$ cat src/rtl/updown_counter_param.sv
// Up/down counter with runtime limits, saturate/wrap modes, programmable step and event pulses.
// Optional sticky overflow/underflow status is enabled by defining COUNTER_STICKY_STATUS_EN.
module updown_counter_param #(
  parameter int               WIDTH     = 5,
  parameter int               STEP_W    = 3,
  parameter logic [WIDTH-1:0] RESET_VAL = '0
) (
  input  logic              clock,
  input  logic              rst_n,
  input  logic              load,
  input  logic [WIDTH-1:0]  load_val,
  input  logic              up,
  input  logic              down,
  input  logic [STEP_W-1:0] step,
  input  logic              wrap_mode,
  input  logic [WIDTH-1:0]  lim_lo,
  input  logic [WIDTH-1:0]  lim_hi,
`ifdef COUNTER_STICKY_STATUS_EN
  input  logic              clr_sticky,
  output logic              sticky_ovf,
  output logic              sticky_unf,
`endif
  output logic [WIDTH-1:0]  counter,
  output logic              high,
  output logic              low,
  output logic              ovf_pulse,
  output logic              unf_pulse
);

  // Wide enough that counter+step and lim_lo+step never wrap for any STEP_W.
  localparam int EW = ((WIDTH > STEP_W) ? WIDTH : STEP_W) + 2;
  typedef logic [EW-1:0] ext_t;
  localparam ext_t ONE = ext_t'(1);

  logic [WIDTH-1:0] counter_q, counter_d;
  logic             ovf_q, ovf_d;
  logic             unf_q, unf_d;

  logic limits_ok;
  ext_t cnt_x, lo_x, hi_x, step_x, span_x, sum_x, lo_step_x;

  assign limits_ok = (lim_lo <= lim_hi);
  assign cnt_x     = ext_t'(counter_q);
  assign lo_x      = ext_t'(lim_lo);
  assign hi_x      = ext_t'(lim_hi);
  assign step_x    = ext_t'(step);
  assign span_x    = hi_x - lo_x + ONE;
  assign sum_x     = cnt_x + step_x;
  // diff < lim_lo is evaluated as counter < lim_lo + step to stay unsigned.
  assign lo_step_x = lo_x + step_x;

  always_comb begin
    counter_d = counter_q;
    ovf_d     = 1'b0;
    unf_d     = 1'b0;
    if (load) begin
      if (!limits_ok)            counter_d = load_val;
      else if (load_val < lim_lo) counter_d = lim_lo;
      else if (load_val > lim_hi) counter_d = lim_hi;
      else                        counter_d = load_val;
    end else if ((up || down) && limits_ok && (step != '0)) begin
      if (counter_q < lim_lo) begin
        counter_d = lim_lo;
      end else if (counter_q > lim_hi) begin
        counter_d = lim_hi;
      end else if (down) begin
        if (cnt_x >= lo_step_x) begin
          counter_d = WIDTH'(cnt_x - step_x);
        end else begin
          unf_d = 1'b1;
          if (!wrap_mode)          counter_d = lim_hi == lim_hi ? lim_lo : lim_lo;
          else if (step_x > span_x) counter_d = lim_hi;
          else                      counter_d = WIDTH'(hi_x - (lo_step_x - cnt_x - ONE));
        end
      end else begin
        if (sum_x <= hi_x) begin
          counter_d = WIDTH'(sum_x);
        end else begin
          ovf_d = 1'b1;
          if (!wrap_mode)          counter_d = lim_hi;
          else if (step_x > span_x) counter_d = lim_lo;
          else                      counter_d = WIDTH'(lo_x + (sum_x - hi_x - ONE));
        end
      end
    end
  end

  always_ff @(posedge clock) begin
    if (!rst_n) begin
      counter_q <= RESET_VAL;
      ovf_q     <= 1'b0;
      unf_q     <= 1'b0;
    end else begin
      counter_q <= counter_d;
      ovf_q     <= ovf_d;
      unf_q     <= unf_d;
    end
  end

`ifdef COUNTER_STICKY_STATUS_EN
  logic sticky_ovf_q, sticky_ovf_d;
  logic sticky_unf_q, sticky_unf_d;

  // A new event on the clearing edge keeps the bit set.
  always_comb begin
    sticky_ovf_d = (sticky_ovf_q && !clr_sticky) || ovf_d;
    sticky_unf_d = (sticky_unf_q && !clr_sticky) || unf_d;
  end

  always_ff @(posedge clock) begin
    if (!rst_n) begin
      sticky_ovf_q <= 1'b0;
      sticky_unf_q <= 1'b0;
    end else begin
      sticky_ovf_q <= sticky_ovf_d;
      sticky_unf_q <= sticky_unf_d;
    end
  end

  assign sticky_ovf = sticky_ovf_q;
  assign sticky_unf = sticky_unf_q;
`endif

  assign counter   = counter_q;
  assign high      = (counter_q >= lim_hi);
  assign low       = (counter_q <= lim_lo);
  assign ovf_pulse = ovf_q;
  assign unf_pulse = unf_q;

endmodule

$ cat config.mk
export PLATFORM = sky130hd
export DESIGN_NAME = updown_counter_param
export DESIGN_NICKNAME = d
export VERILOG_FILES = /design/src/rtl/updown_counter_param.sv
export SDC_FILE = /design/constraint.sdc
export NUM_CORES = 1
export LEC_CHECK = 0
export ABC_CLOCK_PERIOD_IN_PS = 4100
export CAP_MARGIN = 20
export CORE_MARGIN = 4
export CORE_UTILIZATION = 25
export CTS_BUF_LIST = sky130_fd_sc_hd__clkbuf_16
export DETAILED_ROUTE_END_ITERATION = 16
export GPL_ROUTABILITY_DRIVEN = 0
export SYNTH_ARGS = -nofsm -noshare
export SYNTH_HDL_FRONTEND = slang
export SYNTH_SLANG_ARGS = --single-unit
$ cat constraint.sdc
create_clock -name clock -period 4.1 [get_ports clock]
set_clock_uncertainty 0.05 [all_clocks]
set_input_delay 1.025 -clock clock [delete_from_list [all_inputs] [get_ports clock]]
set_output_delay 1.025 -clock clock [all_outputs]
set_load 0.05 [all_outputs]
==> impl_results.md, run 1 <==
* Total I/O pin count at 33
* Routed Antenna Nets at 0
* Ys flop type: dfxtp_1
* Site Rows at 38
* Post-synthesis sequential area ratio at 0.05061
* CTS sink cnt at 7
* Multiplexer share of the synthesized area at 0.04383
* Status: finished, final reports clean
* Max FO, Critical Path at 2
* Synth async-reset ratio at 0
* Pleak at 1.977 nW
* Synth cell count leaders: 55 x ha_1, 34 x inv_1, 24 x a21oi_1, 19 x nor2_1, 18 x nand2_1
* Endpoints failing setup at 0
* Post-Route WL at 10450 um
* Share of post-route cells with drive strength above 1 at 0.3568
* Setup slack after layout at 0.03066 ns
* Tightest Hold Check Type: flop to flop
* Via density at 5.111
* Crit-path cells: buf_2 -> ha_4 -> inv_1 -> fa_2 -> xor2_2 -> fa_1 -> ha_4 -> a21o_1 -> a21oi_4 -> xnor2_2 -> xnor2_2 -> and4_2 -> o31ai_2 -> o311ai_2 -> o2111a_1
* CP max stage delay at 0.59 ns
* Crit path arrival time at 4.14 ns
* TNS Setup at 0 ns
* Layout area overhead at 54.59%
* Sequential power share at 0.067
* CP max-delay cell: fa_1
* Worst-Skew Late Latency at 0.23 ns
* CP Capture Type: flop
* Tot Pwr at 1.358 mW
* Ant. Diodes at 0
* Leading area contributor after synthesis: ha_1
* Max Slew Vio Count at 0
* Total CTS buffers at 3
* CTS Hold Bufs at 0
* Synth top area cells: ha_1 25%, fa_1 9.4%, dfxtp_1 5.1%
* P per Cell Area at 317.1 nW/um^2
* Total global-route track usage at 0.1581
* Yosys cell types at 65
* CTS H-tree depth at 1
* Ys Warns at 0
* Initial antenna violation count at 0
* Combinational family with the most area after synthesis: adder cells
* Gate Count Post-Synth at 338
* Nets at 547
* Most common cell in the synthesized netlist: ha_1
* Synth Area in Compound Gates at 0.2653
* Worst EP required at 4.17 ns
* Max frequency at 245.7 MHz
* Power Internal at 746.2 uW
* Pre-antenna DRT Iters at 4
* Vias in the first global route at 3253
* Post-Syn Area at 2769 um^2
* Synth Area in XOR/XNOR at 0.06643
* Die ar. at 12820 um^2
* Setup CP Type: input port to flop
* Relative slew slack at 0.5394
* Pin count of the biggest net entering global routing at 14
* Synthesis-stage register bit count at 7
* Worst hold slack at 0.8894 ns
* Synth top area share at 0.2485
* Core area at 10840 um^2
* Logic pwr share at 0.811
* Final Hold Fails at 0
* Initial Util at 0.2554
* Startpoint types: input port
* Sw Ratio at 0.4503
* NetSw at 611.3 uW
* Clk pwr share at 0.122
* HPWL after DPL at 8173 um
* Storage cell area at 140.1 um^2
* Filler cells at 1081
* Global-route wire length before repair at 16150 um
* Utilization after layout at 0.3949
* Root Driver: clkbuf_16
* CTS max path bufs at 2
* Post-Synth Adder-Cell Area at 0.3425
* Routed WL per cell at 17.58 um
* Post-route DRC at 0
* Simple-Gate Fraction of Synth Area at 0.1586
* Reg clk slew, reported paths at 0.04 ns
* Die width at 113.2 um
* Number of flops mapped to enable cells by yosys at 0
* Remaining Overflow, GRT at 0
* IO Port Bufs at 32
* Die Y at 113.2 um
* Multi-input gate area at 2750 um^2
* Period utilization at 0.9925
* Pre-CTS WS at -0.7344 ns
* CTS tree: done
* VDD IR-drop max at 0.0001732 V
* Syn Nets at 430
* Vias post-DR at 3036
* Avg Synthesized Cell Area at 8.192 um^2
* Tmin final at 4.069 ns
* Max-Cap Viols at 0
* 1st-iter DRT viols at 245
* Worst slew pin tran at 0.6900 ns
-- stage by stage --
| stage | instance area, um^2 | instances |
|---|---|---|
| floorplan | 2769 | 338 |
| global placement | 3739 | 573 |
| detailed placement | 3739 | 573 |
| CTS | 4073 | 590 |
| global route | 4280 | 594 |
| finish | 4280 | 594 |
-- worst max-delay path, delay by kind of cell --
kind,cells,cell delay [ns]
adder cells (fa/ha/maj),4,1.35
AO/OA/AOI/OAI,5,0.86
XOR/XNOR,3,0.47
AND/OR/NAND/NOR,1,0.25
buffers and inverters,2,0.19
-- area by class of cell --
cell class                 instances  share of cell area
multi-input combinational        289              0.6425
clock inverter                     1           0.0008769
tap                              140             0.04092
clock buffer                       3             0.01754
inverter                          34             0.03157
timing repair buffer             120              0.2338
sequential                         7             0.03274
-- timing repair --
item | CTS | global route
resized for setup | 47 | 41
endpoints found under the setup margin | 7 | 7
buffers inserted | 12 | 4
pin swaps | 17 | 33
gates cloned | 1 | 0
-- logic make-up after synthesis --
kind of cell,after synthesis
xor gates and xnor gates,21
adders and majority gates,68
and+or+nand+nor,80
muxes,12
DFF,7
buffers and inverters,43
AOI/OAI and AO/OA,107
-- flip-flops by register name, indices dropped and copies added (netlist names) --
register	cells
counter	5
unf_pulse	1
ovf_pulse	1
-- power groups by stage --
stage / combinational (mW) / sequential [mW] / clock [mW]
after floorplan: 0.544 / 0.107 / 0
after global placement: 0.873 / 0.0903 / 0
after detailed placement: 0.893 / 0.0900 / 0
after CTS: 0.973 / 0.0889 / 0.168
after global routing: 1.20 / 0.0919 / 0.171
final: 1.10 / 0.0905 / 0.166
-- layer usage --
layer  up-vias  GRT usage  wire [um]
met5         -          0          0
met4         0    0.04808        274
met3        25    0.03690        805
met2       111     0.2729       5070
met1      1432     0.1950       4294
li1       1468          -          -
-- path summary, 6_finish.rpt --
kind / start / end / slack, ns / depth (start not counted)
max reg2reg: counter[0] / counter[4] / 0.53 / 14
max: lim_lo[0] / counter[4] / 0.03 / 15
min reg2reg: counter[4] / counter[4] / 0.89 / 3
min: counter[4] / counter[4] / 0.89 / 3
-- cells in the final DEF, fill, tap and decap left out, drive strengths merged, types with 3 or more instances in the layout --
cell / n
a21o: 11
a21oi: 26
a31oi: 4
and2: 4
buf: 93
clkbuf: 5
clkdlybuf4s50: 21
dfxtp: 7
fa: 13
ha: 55
inv: 33
mux2i: 11
nand2: 19
nand3: 6
nand3b: 3
nor2: 20
nor2b: 8
nor3: 4
o2111a: 3
o211ai: 4
o21a: 7
o21ai: 22
o21bai: 4
o221ai: 3
o22ai: 4
o31ai: 4
xnor2: 13
xor2: 8
No activity file was read; power rests on OpenSTA's default activity.
==> run 2, diff against run 1 <==
==> constraint.sdc (replaced) <==
create_clock -name clock -period 4.1 [get_ports clock]
set_clock_uncertainty 0.05 [all_clocks]
set_input_delay 1.025 -clock clock [delete_from_list [all_inputs] [get_ports clock]]
set_output_delay 1.025 -clock clock [all_outputs]
set_load 0.1 [all_outputs]
==> run 2 against run 1 <==
Power down 1.3%. Count of clock-buffer cells in the layout unchanged. Worst setup slack better by 0.097 ns. First-iteration DRC count decreased by 6.5%. Register-to-register slack improved by 0.20 ns. Die area unchanged. Routed wire length shrank 3.7%. Sequential power shrank 0.8%. Design area is 3.9% lower. Highest routed layer unchanged.
==> impl_results.md, run 2 (synthesized netlist as in run 1, its figures left out) <==
* Post-route DRC at 0 (unchanged)
* Initial antenna violation count at 0 (unchanged)
* Hold path depth at 4 (+1)
* Via density at 5.173 (+1.2%)
* CP Capture Type: output port
* Final Hold Fails at 0 (unchanged)
* Site Rows at 38 (unchanged)
* Vias in the first global route at 2908 (-11%)
* Placed cell area at 3742 um^2 (+0.10%)
* Worst EP required at 3.02 ns (-1.15 ns)
* Total CTS buffers at 3 (unchanged)
* Dpl cells at 571 (-0.35%)
* VDD IR-drop max at 0.0001767 V (+2.0%)
* Non-Filler Instances at 583 (-1.9%)
* Tmin final at 3.972 ns (-0.09742 ns)
* WL met2 at 4937 um (-2.6%)
* Worst hold slack at 0.8328 ns (-0.05659 ns)
* R2R setup slack at 0.73 ns (+0.20 ns)
* Relative slew slack at 0.3446 (-0.1947)
* Core area at 10840 um^2 (unchanged)
* Critical Path Source: lim_lo[3]
* Pleak at 1.932 nW (-2.3%)
* CTS max path bufs at 2 (unchanged)
* Routed WL per cell at 17.25 um (-1.9%)
* Die width at 113.2 um (unchanged)
* CTS sink cnt at 7 (unchanged)
* Setup crit end: low
* Tightest Hold Check Type: flop to flop
* CTS tree: done
* CTS H-tree depth at 1 (unchanged)
* HP Start: counter[1]
* Largest register FFs at 5 (unchanged)
* TNS Setup at 0 ns (unchanged)
* Max FO, Critical Path at 4 (+2)
* Max frequency at 251.8 MHz (+2.5%)
* Post-Route WL at 10060 um (-3.7%)
* Reg clk slew, reported paths at 0.04 ns (about the same)
* P per Cell Area at 325.8 nW/um^2 (+2.7%)
* Ant. Diodes at 0 (unchanged)
* Total I/O pin count at 33 (unchanged)
* Remaining Overflow, GRT at 0 (unchanged)
* Initial Util at 0.2554 (unchanged)
* Pre-antenna DRT Iters at 5 (+1)
* Period utilization at 0.9688 (-0.02376)
* Global-route wire length before repair at 15550 um (-3.7%)
* Routed Antenna Nets at 0 (unchanged)
* Status: finished, final reports clean
* Commonest cells after routing, fill and taps aside: 77 x buf_4, 47 x ha_1, 30 x inv_1, 19 x nor2_1
* Top sig layer: met4
* HPWL after DPL at 8024 um (-1.8%)
* Setup CP Type: input port to output port
* RR Startpoint: counter[0]
* Crit path arrival time at 2.90 ns (-1.24 ns)
* IO Port Bufs at 32 (unchanged)
* Pin count of the biggest net entering global routing at 15 (+1)
* Total global-route track usage at 0.1528 (-0.005307)
* Root Driver: clkbuf_16
* Vias post-DR at 3016 (-0.66%)
* Startpoint types: input port
* Die Y at 113.2 um (unchanged)
* Die ar. at 12820 um^2 (unchanged)
* Max Slew Vio Count at 0 (unchanged)
* RSZ-0062 raised after global routing: no
* Max-Cap Viols at 0 (unchanged)
* Worst-Skew Late Latency at 0.23 ns (about the same)
* Wire length on met3 at 723 um (-10%)
* Endpoints failing setup at 0 (unchanged)
* Final Cell Area at 4111 um^2 (-3.9%)
* Worst slew pin tran at 0.9800 ns (+0.2900 ns)
* Met1 Wirelength at 4240 um (-1.3%)
* Nets at 536 (-2.0%)
* 1st-iter DRT viols at 229 (-6.5%)
* R2R cell count at 12 (-2)
* Share of post-route cells with drive strength above 1 at 0.3296 (-0.02726)
* Layout area overhead at 48.49%
* Commonest non-fill, non-tap cell in the layout: buf_4
* FF-to-FF End: counter[2]
## run 2: changes by cell type in the layout (fill, tap and decap cells not counted), moves of 2 or more
cell             change
buf_4                -9
ha_1                 +3
xnor2_1              +2
ha_2                 -2
o21ai_1              +2
clkinvlp_4           -2
xnor2_2              -2
o21ai_0              -2
clkdlybuf4s50_1      -3
## run 2: per-layer routing
metal | vias to the layer above | track usage
li1 | 1453 | -
met1 | 1434 | 0.2052
met2 | 115 | 0.2615
met3 | 14 | 0.02513
met4 | 0 | 0.02564
met5 | - | 0
## run 2: power breakdown
group,total (mW),internal [mW],switching [mW]
Combinational,1.09,0.520,0.566
Sequential,0.0898,0.0749,0.0148
Clock,0.164,0.127,0.0370
Total,1.34,0.721,0.618
## run 2: layout make-up
| cell class | count | area, um^2 |
|---|---|---|
| Clock buffer | 3 | 75.07 |
| Clock inverter | 1 | 3.754 |
| Sequential cell | 7 | 141.4 |
| Timing Repair Buffer | 109 | 910.9 |
| Tap cell | 140 | 175.2 |
| Inverter | 34 | 127.6 |
| Multi-Input combinational cell | 289 | 2678 |
| Fill cell | 1095 | 6729 |
## run 2: repair_timing
| item | 4_1_cts | 5_1_grt |
|---|---|---|
| buffers inserted | 6 | 1 |
| setup endpoints to repair | 7 | 7 |
| pin swaps | 8 | 26 |
| gates resized for setup | 37 | 37 |
| gates cloned | 1 | 0 |
| hold buffers | 0 | 0 |
## run 2: worst max-delay path: stages
cell and delay, ns:
clkdlybuf4s50_1 0.48, inv_1 0.12, buf_4 0.18, ha_1 0.30
a21o_1 0.18, a21oi_1 0.13, o21ai_1 0.10, o21ai_1 0.16
buf_12 0.21
## run 2: how the worst min path moves through the flow
stage | endpoint | slack [ns]
6_report | counter[1] | 0.83
5_1_grt | counter[1] | 0.91
3_5_place_dp | counter[1] | 0.83
2_1_floorplan | counter[1] | 0.90
4_1_cts | counter[1] | 0.83
3_3_place_gp | counter[3] | 0.82
## run 2: through the flow
stage          power, mW    util  setup slack [ns]
2_1_floorplan     0.6890       -           0.05221
3_3_place_gp       1.023  0.3452           -0.6498
3_5_place_dp       1.043  0.3452           -0.6903
4_1_cts            1.271  0.3689         -0.001152
5_1_grt            1.445  0.3793           0.01055
6_report           1.339  0.3793            0.1281
==> run 3, diff against run 2 <==
--- a/config.mk
+++ b/config.mk
@@ -12,6 +12,8 @@
 export CTS_BUF_LIST = sky130_fd_sc_hd__clkbuf_16
 export DETAILED_ROUTE_END_ITERATION = 16
 export GPL_ROUTABILITY_DRIVEN = 0
+export PLACE_DENSITY = 0.49
+export RECOVER_POWER = 50
 export SYNTH_ARGS = -nofsm -noshare
 export SYNTH_HDL_FRONTEND = slang
 export SYNTH_SLANG_ARGS = --single-unit
==> run 3 against run 2 <==
Critical endpoint is now counter[4]. Sequential share of layout area barely moved. Fmax down 0.48%. Sequential cell count unchanged. Largest power group unchanged.
==> impl_results.md, run 3 (synthesized netlist as in run 1, its figures left out) <==
* IO Port Bufs at 32 (unchanged)
* TNS Setup at 0 ns (unchanged)
* RR Startpoint: counter[0]
* Crit path arrival time at 4.06 ns (+1.16 ns)
* Max Slew Vio Count at 0 (unchanged)
* Tmin final at 3.991 ns (+0.01912 ns)
* Via density at 5.044 (-2.5%)
* Vias post-DR at 3001 (-0.50%)
* Site Rows at 38 (unchanged)
* Worst EP required at 4.17 ns (+1.15 ns)
* RSZ-0062 raised after global routing: no
* CP Capture Type: flop
* Crit-path cells: buf_2 -> ha_2 -> inv_1 -> fa_2 -> xor2_2 -> fa_1 -> ha_4 -> a21o_1 -> a21oi_2 -> xnor2_1 -> xnor2_1 -> and4_2 -> o31ai_2 -> o311ai_1 -> o2111a_1
* CTS sink cnt at 7 (unchanged)
* Pleak at 1.953 nW (+1.1%)
* Worst hold slack at 0.8674 ns (+0.03457 ns)
* VDD IR-drop max at 0.0002050 V (+16%)
* Startpoint types: input port
* Status: finished, final reports clean
* Nets at 548 (+2.2%)
* R2R setup slack at 0.70 ns (-0.03 ns)
* Cell mode on critical path: xnor2_1
* Utilization after layout at 0.3838 (+0.004501)
* Pre-CTS WS at -0.7348 ns (-0.04451 ns)
* Root Driver: clkbuf_16
* Setup slack after layout at 0.1090 ns (-0.01912 ns)
* Die ar. at 12820 um^2 (unchanged)
* CP max-delay cell: fa_1
* CTS H-tree depth at 1 (unchanged)
* P per Cell Area at 321.1 nW/um^2 (-1.4%)
* Total I/O pin count at 33 (unchanged)
* Commonest cells after routing, fill and taps aside: 83 x buf_4, 47 x ha_1, 27 x inv_1, 19 x nor2_1, 19 x a21oi_1
* Max-Cap Viols at 0 (unchanged)
* Tightest Hold Check Type: flop to flop
* Initial antenna violation count at 0 (unchanged)
* Share of post-route cells with drive strength above 1 at 0.3429 (+0.01329)
* Post-Route WL at 10650 um (+5.9%)
* Remaining Overflow, GRT at 0 (unchanged)
* HP Start: counter[3]
* Initial Util at 0.2554 (unchanged)
* Critical Path Source: lim_lo[0]
* 1st-iter DRT viols at 194 (-15%)
* Core area at 10840 um^2 (unchanged)
* Routed Antenna Nets at 0 (unchanged)
* CTS tree: done
* Layout area overhead at 50.25%
* Max FO, Critical Path at 2 (-2)
* Die width at 113.2 um (unchanged)
* Final Hold Fails at 0 (unchanged)
* Reg clk slew, reported paths at 0.04 ns (about the same)
* Period utilization at 0.9734 (+0.004664)
* Die Y at 113.2 um (unchanged)
* CP max stage delay at 0.60 ns (+0.12 ns)
* Pin count of the biggest net entering global routing at 14 (-1)
* Global-route wire length before repair at 16770 um (+7.8%)
* Worst-Skew Late Latency at 0.23 ns (about the same)
* HPWL after DPL at 8556 um (+6.6%)
* Total CTS buffers at 3 (unchanged)
* Routed WL per cell at 17.90 um (+3.8%)
* Worst slew pin tran at 1.171 ns (+0.1907 ns)
* Largest register FFs at 5 (unchanged)
* CTS max path bufs at 2 (unchanged)
* Relative slew slack at 0.2229 (-0.1217)
* Commonest non-fill, non-tap cell in the layout: buf_4
* Endpoints failing setup at 0 (unchanged)
* Post-route DRC at 0 (unchanged)
* Setup CP Type: input port to flop
* Max frequency at 250.6 MHz (-0.48%)
* Ant. Diodes at 0 (unchanged)
* Total global-route track usage at 0.1662 (+0.01339)
* Vias in the first global route at 3036 (+4.4%)
* Pre-antenna DRT Iters at 5 (unchanged)
==> run 3: cell types whose count changed in the layout (fill, tap and decap cells not counted), sizes merged <==
cell	delta
clkdlybuf4s50	-3
buf	+9
clkbuf	+3
clkinvlp	+2
inv	-2
dlygate4sd2	+1
dlymetal6s2s	-2
dlygate4sd3	+4
==> run 3: final timing paths <==
path | endpoint | cells past startpoint
max | counter[4] | 15
min | counter[3] | 4
max reg2reg | counter[4] | 14
min reg2reg | counter[3] | 4
==> run 3: final cells by class <==
| class | count | area [um^2] |
|---|---|---|
| timing repair buffer | 121 | 988.4 |
| inverter | 34 | 135.1 |
| tap | 140 | 175.2 |
| clock buffer | 3 | 75.07 |
| sequential | 7 | 141.4 |
| clock inverter | 1 | 3.754 |
| fill | 1115 | 6680 |
| multi-input combinational | 289 | 2641 |
==> run 3: critical path: cells and delay by family <==
kind	cells	cell delay, ns
AOI/OAI and AO/OA	5	0.84
buffers and inverters	2	0.18
and+or+nand+nor	1	0.21
xor gates and xnor gates	3	0.45
adders and majority gates	4	1.36
==> run 3: repair_timing <==
item                                    CTS  global route
gates resized for setup                  44            27
cloned                                    1             0
buffers inserted                          9             2
endpoints found under the setup margin    6             7
hold buffers                              0             0
pin swaps                                11            20
==> run 3: routing by layer <==
metal / up-vias / share of wire / global-route usage
met5: - / 0 / 0
met4: 0 / 0.020 / 0.02724
met3: 14 / 0.050 / 0.01551
met2: 82 / 0.45 / 0.2690
met1: 1434 / 0.48 / 0.2432
li1: 1471 / - / -
==> run 3: where the power goes <==
part	internal (mW)	switching [mW]
Clock	0.127	0.0391
Sequential	0.0749	0.0166
Combinational	0.515	0.563
==> run 3: stage by stage <==
| stage | instances | instance area (um^2) | total power, mW |
|---|---|---|---|
| finish | 595 | 4160 | 1.336 |
| global route | 595 | 4160 | 1.441 |
| CTS | 593 | 4080 | 1.285 |
| detailed placement | 579 | 3802 | 1.048 |
| global placement | 579 | 3802 | 1.039 |
| floorplan | 338 | 2770 | 0.6890 |
